File: config.mk
export PLATFORM = sky130hd
export DESIGN_NAME = matmul_tile_sequencer
export DESIGN_NICKNAME = d
export VERILOG_FILES = /design/src/rtl/matmul_tile_sequencer.sv
export SDC_FILE = /design/constraint.sdc
export NUM_CORES = 1
export LEC_CHECK = 0
export BUFFER_PORTS_ARGS = -buffer_cell sky130_fd_sc_hd__clkbuf_2
export CORE_MARGIN = 2
export CORE_UTILIZATION = 60
export CTS_CLUSTER_DIAMETER = 30
export DETAILED_ROUTE_END_ITERATION = 10
export MAX_ROUTING_LAYER = met4
export PLACE_DENSITY = 0.86
export REMOVE_ABC_BUFFERS = 1
export SLEW_MARGIN = 30
export SYNTH_ARGS = -nofsm -noshare
export SYNTH_HDL_FRONTEND = slang
export SYNTH_SLANG_ARGS = --single-unit
File: constraint.sdc
create_clock -name clk -period 11.7 [get_ports clk]
set_clock_uncertainty 0.15 [all_clocks]
set_input_delay 0.585 -clock clk [delete_from_list [all_inputs] [get_ports clk]]
set_output_delay 0.585 -clock clk [all_outputs]
set_load 0.005 [all_outputs]
File: src/rtl/matmul_tile_sequencer.sv
// Tile sequencer feeding the multi-MAC core: walks C tiles row-major,
// steps the inner dimension, and forwards finished accumulators to the output buffer.
module matmul_tile_sequencer #(
    parameter int WIDTH           = 16,
    parameter int CHUNK_SIZE      = 4,
    parameter int BLOCK_SIZE      = 2,
    parameter int INNER_DIMENSION = 8,
    parameter int ROW_SIZE_MAT_A  = 10,
    parameter int COL_SIZE_MAT_B  = 6,
    parameter int ADDR_WIDTH      = 16
) (
    input  logic                        clk,
    input  logic                        rst_n,
    input  logic                        start,
    input  logic                        systolic_finish,
    input  logic                        accumulator_done,
    input  logic [WIDTH*CHUNK_SIZE-1:0] acc_in,
    output logic [ADDR_WIDTH-1:0]       counter_A,
    output logic [ADDR_WIDTH-1:0]       counter_B,
    output logic                        core_rst_n,
    output logic                        reset_acc,
    output logic                        wr_en,
    output logic [ADDR_WIDTH-1:0]       wr_addr,
    output logic [WIDTH*CHUNK_SIZE-1:0] wr_data,
    output logic                        busy,
    output logic                        done
);

    localparam int DW        = WIDTH * CHUNK_SIZE;
    localparam int K_STEPS   = INNER_DIMENSION / BLOCK_SIZE;
    localparam int ROW_TILES = ROW_SIZE_MAT_A / BLOCK_SIZE;
    localparam int COL_TILES = COL_SIZE_MAT_B / BLOCK_SIZE;

    localparam logic [ADDR_WIDTH-1:0] LP_K      = ADDR_WIDTH'(K_STEPS);
    localparam logic [ADDR_WIDTH-1:0] LP_COLS   = ADDR_WIDTH'(COL_TILES);
    localparam logic [ADDR_WIDTH-1:0] LP_K_LAST = ADDR_WIDTH'(K_STEPS - 1);
    localparam logic [ADDR_WIDTH-1:0] LP_R_LAST = ADDR_WIDTH'(ROW_TILES - 1);
    localparam logic [ADDR_WIDTH-1:0] LP_C_LAST = ADDR_WIDTH'(COL_TILES - 1);

    typedef enum logic [2:0] {
        IDLE,
        FETCH,
        RUN,
        WAIT_ACC,
        DONE
    } state_t;

    state_t                  r_state;
    logic [ADDR_WIDTH-1:0]   r_k;
    logic [ADDR_WIDTH-1:0]   r_row;
    logic [ADDR_WIDTH-1:0]   r_col;
    logic [ADDR_WIDTH-1:0]   r_counter_a;
    logic [ADDR_WIDTH-1:0]   r_counter_b;
    logic                    r_core_rst_n;
    logic                    r_reset_acc;
    logic                    r_wr_en;
    logic [ADDR_WIDTH-1:0]   r_wr_addr;
    logic [DW-1:0]           r_wr_data;
    logic                    r_busy;
    logic                    r_done;

    state_t                  w_state_nxt;
    logic [ADDR_WIDTH-1:0]   w_k_nxt;
    logic [ADDR_WIDTH-1:0]   w_row_nxt;
    logic [ADDR_WIDTH-1:0]   w_col_nxt;
    logic                    w_wr;
    logic                    w_last_k;
    logic                    w_last_row;
    logic                    w_last_col;

    assign w_last_k   = (r_k == LP_K_LAST);
    assign w_last_row = (r_row == LP_R_LAST);
    assign w_last_col = (r_col == LP_C_LAST);

    always_comb begin
        w_state_nxt = r_state;
        w_k_nxt     = r_k;
        w_row_nxt   = r_row;
        w_col_nxt   = r_col;
        w_wr        = 1'b0;
        unique case (r_state)
            IDLE: begin
                if (start) begin
                    w_k_nxt     = '0;
                    w_row_nxt   = '0;
                    w_col_nxt   = '0;
                    w_state_nxt = FETCH;
                end
            end
            FETCH: w_state_nxt = RUN;
            RUN: begin
                if (systolic_finish) begin
                    if (!w_last_k) begin
                        w_k_nxt     = r_k + 1'b1;
                        w_state_nxt = FETCH;
                    end else if (accumulator_done) begin
                        w_wr = 1'b1;
                    end else begin
                        w_state_nxt = WAIT_ACC;
                    end
                end
            end
            WAIT_ACC: begin
                if (accumulator_done) begin
                    w_wr = 1'b1;
                end
            end
            DONE:    w_state_nxt = IDLE;
            default: w_state_nxt = IDLE;
        endcase
        // Tile advance; the final tile wraps to 0 so addresses never overrun.
        if (w_wr) begin
            w_k_nxt = '0;
            if (w_last_col) begin
                w_col_nxt = '0;
                w_row_nxt = w_last_row ? '0 : r_row + 1'b1;
            end else begin
                w_col_nxt = r_col + 1'b1;
            end
            w_state_nxt = (w_last_row && w_last_col) ? DONE : FETCH;
        end
    end

    always_ff @(posedge clk or negedge rst_n) begin
        if (!rst_n) begin
            r_state      <= IDLE;
            r_k          <= '0;
            r_row        <= '0;
            r_col        <= '0;
            r_counter_a  <= '0;
            r_counter_b  <= '0;
            r_core_rst_n <= 1'b0;
            r_reset_acc  <= 1'b1;
            r_wr_en      <= 1'b0;
            r_wr_addr    <= '0;
            r_wr_data    <= '0;
            r_busy       <= 1'b0;
            r_done       <= 1'b0;
        end else begin
            r_state      <= w_state_nxt;
            r_k          <= w_k_nxt;
            r_row        <= w_row_nxt;
            r_col        <= w_col_nxt;
            r_counter_a  <= w_k_nxt + LP_K * w_row_nxt;
            r_counter_b  <= w_k_nxt + LP_K * w_col_nxt;
            r_core_rst_n <= (w_state_nxt == RUN);
            r_reset_acc  <= (w_state_nxt == IDLE) || (w_state_nxt == DONE) ||
                            ((w_state_nxt == FETCH) && (w_k_nxt == '0));
            r_wr_en      <= w_wr;
            if (w_wr) begin
                r_wr_addr <= r_row * LP_COLS + r_col;
                r_wr_data <= acc_in;
            end
            r_busy       <= (w_state_nxt != IDLE) && (w_state_nxt != DONE);
            r_done       <= (w_state_nxt == DONE);
        end
    end

    assign counter_A  = r_counter_a;
    assign counter_B  = r_counter_b;
    assign core_rst_n = r_core_rst_n;
    assign reset_acc  = r_reset_acc;
    assign wr_en      = r_wr_en;
    assign wr_addr    = r_wr_addr;
    assign wr_data    = r_wr_data;
    assign busy       = r_busy;
    assign done       = r_done;

endmodule

==> results of run 1 <==
==> flip-flops by register name, summed over array words and instances (netlist names), 3 cells and up <==
name / flops
counter_B: 16
wr_data: 64
counter_A: 14
r_state: 3
r_k: 14
r_col: 16
r_row: 16
wr_addr: 16
==> stage by stage <==
stage,cells,setup slack [ps]
after CTS,1336,5430
after global placement,1304,5730
final,1336,5280
after detailed placement,1304,5510
after floorplan,933,6820
after global routing,1336,4810
==> layer usage <==
layer / global-route usage, % / share of wire, % / routed length [um] / vias to the layer above
li1: - / - / - / 3638
met1: 38.5 / 43 / 9290 / 3659
met2: 46.2 / 48 / 10600 / 310
met3: 5.61 / 7.3 / 1590 / 33
met4: 8.53 / 1.8 / 394 / 0
met5: - / 0 / 0 / -
==> worst max-delay path by stage <==
stage	from	to	slack, ps	cells after the start
6_report	counter_B[0]$_DFF_PN0_	counter_B[15]$_DFF_PN0_	5280	19
5_1_grt	counter_B[0]$_DFF_PN0_	counter_B[15]$_DFF_PN0_	4810	18
4_1_cts	counter_B[0]$_DFF_PN0_	counter_B[15]$_DFF_PN0_	5430	19
3_5_place_dp	counter_B[0]$_DFF_PN0_	counter_B[15]$_DFF_PN0_	5510	19
3_3_place_gp	counter_B[0]$_DFF_PN0_	counter_B[15]$_DFF_PN0_	5730	19
2_1_floorplan	counter_B[0]$_DFF_PN0_	counter_B[15]$_DFF_PN0_	6820	18
==> layout by cell type, fill, tap and decap left out, types with 11 or more instances in the layout <==
cell and n:
clkbuf_2 184, o21ai_0 69, inv_1 27, and3_1 13, nor3_1 21, xnor2_1 28, nand4_1 13, nor2_1 59
nand3_1 15, ha_1 66, nand2_1 262, dfrtp_1 163, xor2_1 12, a21oi_1 37, a21o_1 11, fa_1 17
a31oi_1 11, clkbuf_16 17
==> area by class of cell <==
cell class,instances,area [um2]
fillers,1051,3980
well taps,184,230
flip-flops and latches,164,4110
clock inverters,12,143
inverters,29,114
repair buffers,187,951
multi-input cells,740,4610
clock buffers,20,457
==> cell families (layout without fill, tap and decap cells) <==
family                   count (synthesis)  count (layout)  synth area share (%)
AND/OR/NAND/NOR                        433             433                  21.6
AO/OA/AOI/OAI                          182             182                  12.5
flip-flops                             164             164                  45.6
adder cells (fa/ha/maj)                 83              83                  13.0
buffers and inverters                   63             248                  3.18
XOR/XNOR                                40              40                  3.89
multiplexers                             2               2                 0.250
==> Yosys cell counts (3+ instances only) <==
cell type	number	area (um2)
nor2b_1	7	43.8
or3_1	6	37.5
o41ai_1	3	26.3
a21o_1	11	82.6
ha_1	66	826
o21ai_0	69	345
o211ai_1	5	37.5
nor4_2	4	50.1
a21oi_2	4	35.0
a31oi_1	11	68.8
xnor2_1	28	245
nand2_1	262	983
fa_1	17	340
and3_1	13	81.3
buf_4	5	37.5
buf_2	9	45.0
a21oi_1	37	185
nand4_1	13	81.3
nor4_1	4	25.0
o21a_1	9	67.6
dfrtp_1	163	4080
nor2_1	59	221
o31ai_1	9	67.6
nand2b_1	7	43.8
nand3_1	15	75.1
xor2_1	12	105
a311oi_1	4	35.0
nor3_1	21	105
or2_2	4	25.0
inv_1	27	101
clkbuf_1	17	63.8
a211oi_1	5	37.5
==> where the power goes <==
group	internal [mW]	switching, mW	leakage, nW
combinational	0.186	0.296	3.21
sequential	0.700	0.0805	2.18
clock	0.330	0.239	0.293
==> worst register-to-register path: cells and delay by family, from the launching register on <==
kind / cells / cell delay (ps)
compound gates: 8 / 1960
buf+inv: 3 / 1570
simple gates: 5 / 1530
fa+ha+maj: 2 / 480
flops: 1 / 460
xor+xnor: 1 / 170
==> run_results.csv, run 1 <==
group,metric,value,unit
logic_synthesis,synth-async-reset-ratio,100,%
worst_setup_path,cpPeakStageDelay,890,ps
placement,placed_cell_area,10000,um2
logic_synthesis,synth_edf_count,0,
status,status,"completed",
worst_setup_path,critical_path.top_delay_family,"compound AO/OA/AOI/OAI gates",
placement,gp_congestion,0.938,
power_and_ir_drop,fin_total_pwr,1.83,mW
grt,grt_overflow_total,0,
worst_setup_path,critPathMaxFanout,105,
sta,finalSetupViolCount,0,
cells_and_area,drive_gt1_share,21.3,%
worst_setup_path,slowest_stage,"nor2_1",
die,rows,44,
sta,post-route-min-period,6420,ps
cells_and_area,finish.utilization,72.7,%
sta,hold_ws,80.7,ps
worst_setup_path,required,11870,ps
worst_setup_path,startpoint_type,"flip-flop",
detailed_routing,wl_per_cell,16.4,um
die,num_io_pins,186,
detailed_routing,wirelength,21.8,mm
clock_tree,cts_resized,0,
worst_setup_path,rrSetupSlack,5280,ps
sta,fmax,156,MHz
power_and_ir_drop,p_leak,5.68,nW
worst_setup_path,r2r-start,"counter_B[0]$_DFF_PN0_",
logic_synthesis,avgSynthCellArea,9.30,um2
die,start_util,61.7,%
logic_synthesis,synth.distinct_cells,64,
sta,rsz0062_at_grt,"false",
clock_tree,cts_buffer_depth,2,
sta,setup_tns,0,ps
grt,grt_max_degree,106,
placement,port_buffers,185,
clock_tree,clkSinkCount,164,
logic_synthesis,synth_flop_cell,"dfrtp_1",
worst_setup_path,ff2ff_path_depth,19,
logic_synthesis,synth_seq_area_share,45.6,%
cells_and_area,nNetsFinal,1291,
grt,grt_pass1_wl,36.2,mm
power_and_ir_drop,power.density,173,nW/um2
clock_tree,cts_setup_buffers,0,
logic_synthesis,synth-seq-cells,164,
clock_tree,clk_pin_slew_worst_paths,70,ps
worst_setup_path,crit_chain,"ha_1 > nor4b_4 > nand4_2 > o21a_4 > buf_4 > clkinv_4 > nor2_1 > nand2_1 > o21a_1 > inv_1 > ha_1 > a21oi_1 > o211ai_1 > a31oi_1 > nor2b_1 > o21a_1 > o41ai_1 > o21ai_0 > xnor2_1",
cells_and_area,diodes,0,
detailed_routing,ant_nets,0,
clock_tree,h-tree-depth,4,
worst_setup_path,worst-setup-path-type,"reg -> reg",
logic_synthesis,synth.cell_area,9000,um2
logic_synthesis,synth_cells,967,
die,coreArea,14600,um2
logic_synthesis,yosys_warnings,0,
cells_and_area,design_area,10600,um2
die,die_w,126,um
die,die-area,16000,um2
run,maxCapViolCount,0,
sta,final.period_utilization,54.9,%
grt,grt_pass1_vias,7167,
power_and_ir_drop,vdd_drop_max,0.133,mV
sta,slew_headroom,33.6,%
detailed_routing,vias,7640,
clock_tree,cts-buffers-inserted,17,
die,fp.dieH,126,um
detailed_routing,drtIter0Drc,631,
grt,track_usage,29.1,%
clock_tree,cts-root-buf,"clkbuf_16",
sta,hold_viol,0,
sta,worstMarginPinSlew,990,ps
sta,slew_viol_final,0,
worst_setup_path,arrival,6590,ps
detailed_routing,via_per_inst,5.72,
grt,antenna_found_initial,0,
worst_setup_path,end_kind,"flip-flop",
cells_and_area,area_growth,17.9,%
placement,place_hpwl,15.6,mm
clock_tree,tritoncts,"built",
worst_setup_path,crit_buf_inv,3,
clock_tree,cts_hold_buf,0,
min_path,hp-class,"in -> async",
worst_setup_path,worstReg2RegEnd,"counter_B[15]$_DFF_PN0_",
clock_tree,clk_latency,440,ps
detailed_routing,dr.pass1.iters,5,
detailed_routing,drc,0,
(Power assumes the default switching activity.)
==> run 2, diff against run 1 <==
--- a/config.mk
+++ b/config.mk
@@ -5,13 +5,14 @@
 export SDC_FILE = /design/constraint.sdc
 export NUM_CORES = 1
 export LEC_CHECK = 0
+export ABC_AREA = 1
 export BUFFER_PORTS_ARGS = -buffer_cell sky130_fd_sc_hd__clkbuf_2
 export CORE_MARGIN = 2
-export CORE_UTILIZATION = 60
+export CORE_UTILIZATION = 56
 export CTS_CLUSTER_DIAMETER = 30
 export DETAILED_ROUTE_END_ITERATION = 10
 export MAX_ROUTING_LAYER = met4
-export PLACE_DENSITY = 0.86
+export PLACE_DENSITY = 0.81
 export REMOVE_ABC_BUFFERS = 1
 export SLEW_MARGIN = 30
 export SYNTH_ARGS = -nofsm -noshare
==> constraint.sdc (replaced) <==
create_clock -name clk -period 6.1 [get_ports clk]
set_clock_uncertainty 0.15 [all_clocks]
set_input_delay 0.305 -clock clk [delete_from_list [all_inputs] [get_ports clk]]
set_output_delay 0.305 -clock clk [all_outputs]
set_load 0.005 [all_outputs]
==> run 2 against run 1 <==
Net effect: total power rose to 3.1 times the previous value; combinational power rose to 5.3 times the previous value; register-to-register slack got worse by 3800 ps; largest cell class unchanged; final area rose by 12%; sequential power rose by 140%; utilization fell by 1.1 points; area after synthesis rose by 6.0%; global-route usage rose by 4.3 points.
==> run_results.csv, run 2 <==
group,metric,value,unit
sta,worst_slack,1480,ps
logic_synthesis,synth_edf_count,0,
worst_setup_path,crit_buf_inv,2,
sta,rsz0062_at_grt,"false",
cells_and_area,regArea,4110,um2
clock_tree,clkSinkCount,164,
worst_setup_path,crit_chain,"ha_1 > inv_1 > nor2_1 > nand2_1 > nor2_1 > nand3_2 > a21oi_4 > nand2_4 > nand2_1 > o21ai_0 > nand2_1 > inv_1 > ha_1 > fa_1 > nand3_1 > nand2_1 > a21oi_1 > o21ai_0 > a21oi_1 > nor2_1 > nor2_1 > xnor2_1",
sta,fmax,217,MHz
logic_synthesis,synth-seq-cells,164,
grt,antenna_found_initial,1,
logic_synthesis,synth-async-reset-ratio,100,%
placement,place_hpwl,18.5,mm
worst_setup_path,crit_path_start,"counter_B[1]$_DFF_PN0_",
worst_setup_path,worst-setup-path-type,"reg -> reg",
sta,slew_headroom,44.5,%
cells_and_area,area_growth,24.9,%
logic_synthesis,avgSynthCellArea,8.29,um2
placement,placed_cell_area,10600,um2
logic_synthesis,synth_top_area_cell,"dfrtp_1",
logic_synthesis,synth_seq_area_share,43.0,%
power_and_ir_drop,p_leak,6.53,nW
die,fp.dieH,134,um
cells_and_area,design_area,11900,um2
clock_tree,cts_buffer_depth,2,
detailed_routing,ant_nets,0,
placement,gp_congestion,0.946,
die,die_w,134,um
sta,slew_viol_final,0,
logic_synthesis,synth_most_common_cell,"nand2_1",
logic_synthesis,synth.cell_area,9540,um2
die,num_io_pins,186,
detailed_routing,vias,8837,
logic_synthesis,synth_area_leaders,"dfrtp_1 (43%), nand2_1 (14%), ha_1 (8.7%)",
cells_and_area,final_common_cell,"nand2_1",
sta,final.period_utilization,75.7,%
grt,grt_pass1_vias,8719,
sta,hold_ws,306,ps
clock_tree,clk_pin_slew_worst_paths,70,ps
sta,post-route-min-period,4620,ps
sta,hold_viol,0,
worst_setup_path,ff2ff_path_depth,22,
clock_tree,h-tree-depth,4,
logic_synthesis,synth.distinct_cells,44,
clock_tree,cts_resized,0,
die,die-area,18100,um2
cells_and_area,fill_cells,1194,
die,coreArea,16600,um2
logic_synthesis,synth_flop_cell,"dfrtp_1",
detailed_routing,drc,0,
cells_and_area,final_cell_mix,"nand2_1 (365), clkbuf_2 (184), dfrtp_1 (163), inv_1 (121), nor2_1 (71)",
clock_tree,cts-buffers-inserted,17,
sta,setup_tns,0,ps
cells_and_area,stdcell_count,1628,
min_path,min_from,"accumulator_done",
clock_tree,cts-root-buf,"clkbuf_16",
grt,track_usage,33.4,%
sta,worstMarginPinSlew,833,ps
cells_and_area,largest_reg_flops,64,
placement,dp_slack,1590,ps
sta,finalSetupViolCount,0,
detailed_routing,via_per_inst,5.43,
logic_synthesis,yosys-top-cells-count,"nand2_1 (365), dfrtp_1 (163), inv_1 (121)",
clock_tree,tritoncts,"built",
worst_setup_path,critical_path_depth,22,
worst_setup_path,arrival,4810,ps
worst_setup_path,cpPeakStageDelay,560,ps
worst_setup_path,critPathMaxFanout,17,
worst_setup_path,startpoint_type,"flip-flop",
worst_setup_path,critical_path.top_delay_family,"simple AND/OR/NAND/NOR gates",
cells_and_area,drive_gt1_share,17.5,%
grt,grt_max_degree,107,
worst_setup_path,required,6300,ps
placement,port_buffers,185,
min_path,holdPathStages,5,
detailed_routing,wirelength,28.2,mm
status,status,"completed",
detailed_routing,wl_per_cell,17.3,um
worst_setup_path,r2r-start,"counter_B[1]$_DFF_PN0_",
power_and_ir_drop,vdd_drop_max,0.261,mV
detailed_routing,drtIter0Drc,718,
worst_setup_path,slowest_stage,"a21oi_4",
grt,grt_pass1_wl,45.5,mm
power_and_ir_drop,power.density,470,nW/um2
logic_synthesis,yosys_warnings,0,
logic_synthesis,synth_cells,1150,
detailed_routing,dr.pass1.iters,5,
placement,dp.cells,1530,
min_path,hp-class,"in -> reg",
logic_synthesis,yosysTopAreaCellShare,42.8,%
run,maxCapViolCount,0,
cells_and_area,multiInputGateArea,4810,um2
grt,grt_overflow_total,0,
worst_setup_path,end_kind,"flip-flop",
die,start_util,57.3,%
die,rows,47,
clock_tree,clk_latency,430,ps
cells_and_area,nNetsFinal,1546,
[run 2: changes by cell type after synthesis, moves of 13 or more]
cell	change
a21oi_1	+15
and3_1	-13
inv_1	+94
nand2_1	+103
nand3_1	+35
o21ai_0	-33
o22ai_1	+20
xnor2_1	-15
xor2_1	+39
[run 2: metal layers]
metal	global-route usage, %	wire (um)	vias up
li1	-	-	4161
met1	42.1	11700	4177
met2	51.2	13100	410
met3	8.37	2190	89
met4	15.2	1170	0
met5	-	0	-
[run 2: worst paths after layout]
check	end	slack, ps
setup / recovery	counter_A[14]$_DFF_PN0_	1480
hold / removal	wr_addr[14]$_DFFE_PN0N_	310
setup reg to reg	counter_A[14]$_DFF_PN0_	1480
hold reg to reg	wr_addr[9]$_DFFE_PN0N_	330
max in group asynchronous	r_col[3]$_DFF_PN0_	4020
min in group asynchronous	wr_data[44]$_DFFE_PN0N_	420
[run 2: repair_timing]
| action | CTS | global route |
|---|---|---|
| hold buffers | 65 | 0 |
| setup buffers | 0 | 0 |
| hold endpoints to repair | 168 | 0 |
[run 2: cell type report]
cell class                 count  area share, %
antenna                        1         0.0210
clock buffer                  18           3.69
clock inverter                14           1.61
inverter                     126           3.97
multi-input combinational    831           40.4
sequential                   164           34.5
tap                          220           2.31
timing repair buffer         254           13.6
[run 2: worst reg2reg max path: stages (launching register included)]
cell and delay, ps:
dfrtp_1 470, ha_1 220, inv_1 50, nor2_1 120, nand2_1 70, nor2_1 140, nand3_2 120, a21oi_4 560
nand2_4 190, nand2_1 370, o21ai_0 190, nand2_1 90, inv_1 70, ha_1 220, fa_1 400, nand3_1 90
nand2_1 100, a21oi_1 270, o21ai_0 180, a21oi_1 150, nor2_1 50, nor2_1 130, xnor2_1 130
[run 2: kinds of logic after synthesis]
logic type	count (synthesis)	synth area share (%)
simple gates	540	23.5
compound gates	144	8.83
xor+xnor	64	5.88
fa+ha+maj	83	12.2
buf+inv	155	6.53
flops	164	43.0
[run 2: stage by stage]
stage | total power, mW | util (%)
2_1_floorplan | 3.35 | -
3_3_place_gp | 4.26 | 63.9
3_5_place_dp | 4.31 | 63.9
4_1_cts | 5.51 | 71.6
5_1_grt | 6.01 | 71.6
6_report | 5.60 | 71.6
[run 2: report_power, final]
group / total [mW] / internal (mW) / switching (mW) / leakage (nW)
clock network: 1.15 / 0.670 / 0.481 / 0.312
logic: 2.57 / 0.952 / 1.62 / 4.12
registers: 1.89 / 1.54 / 0.349 / 2.10
total: 5.60 / 3.16 / 2.45 / 6.53
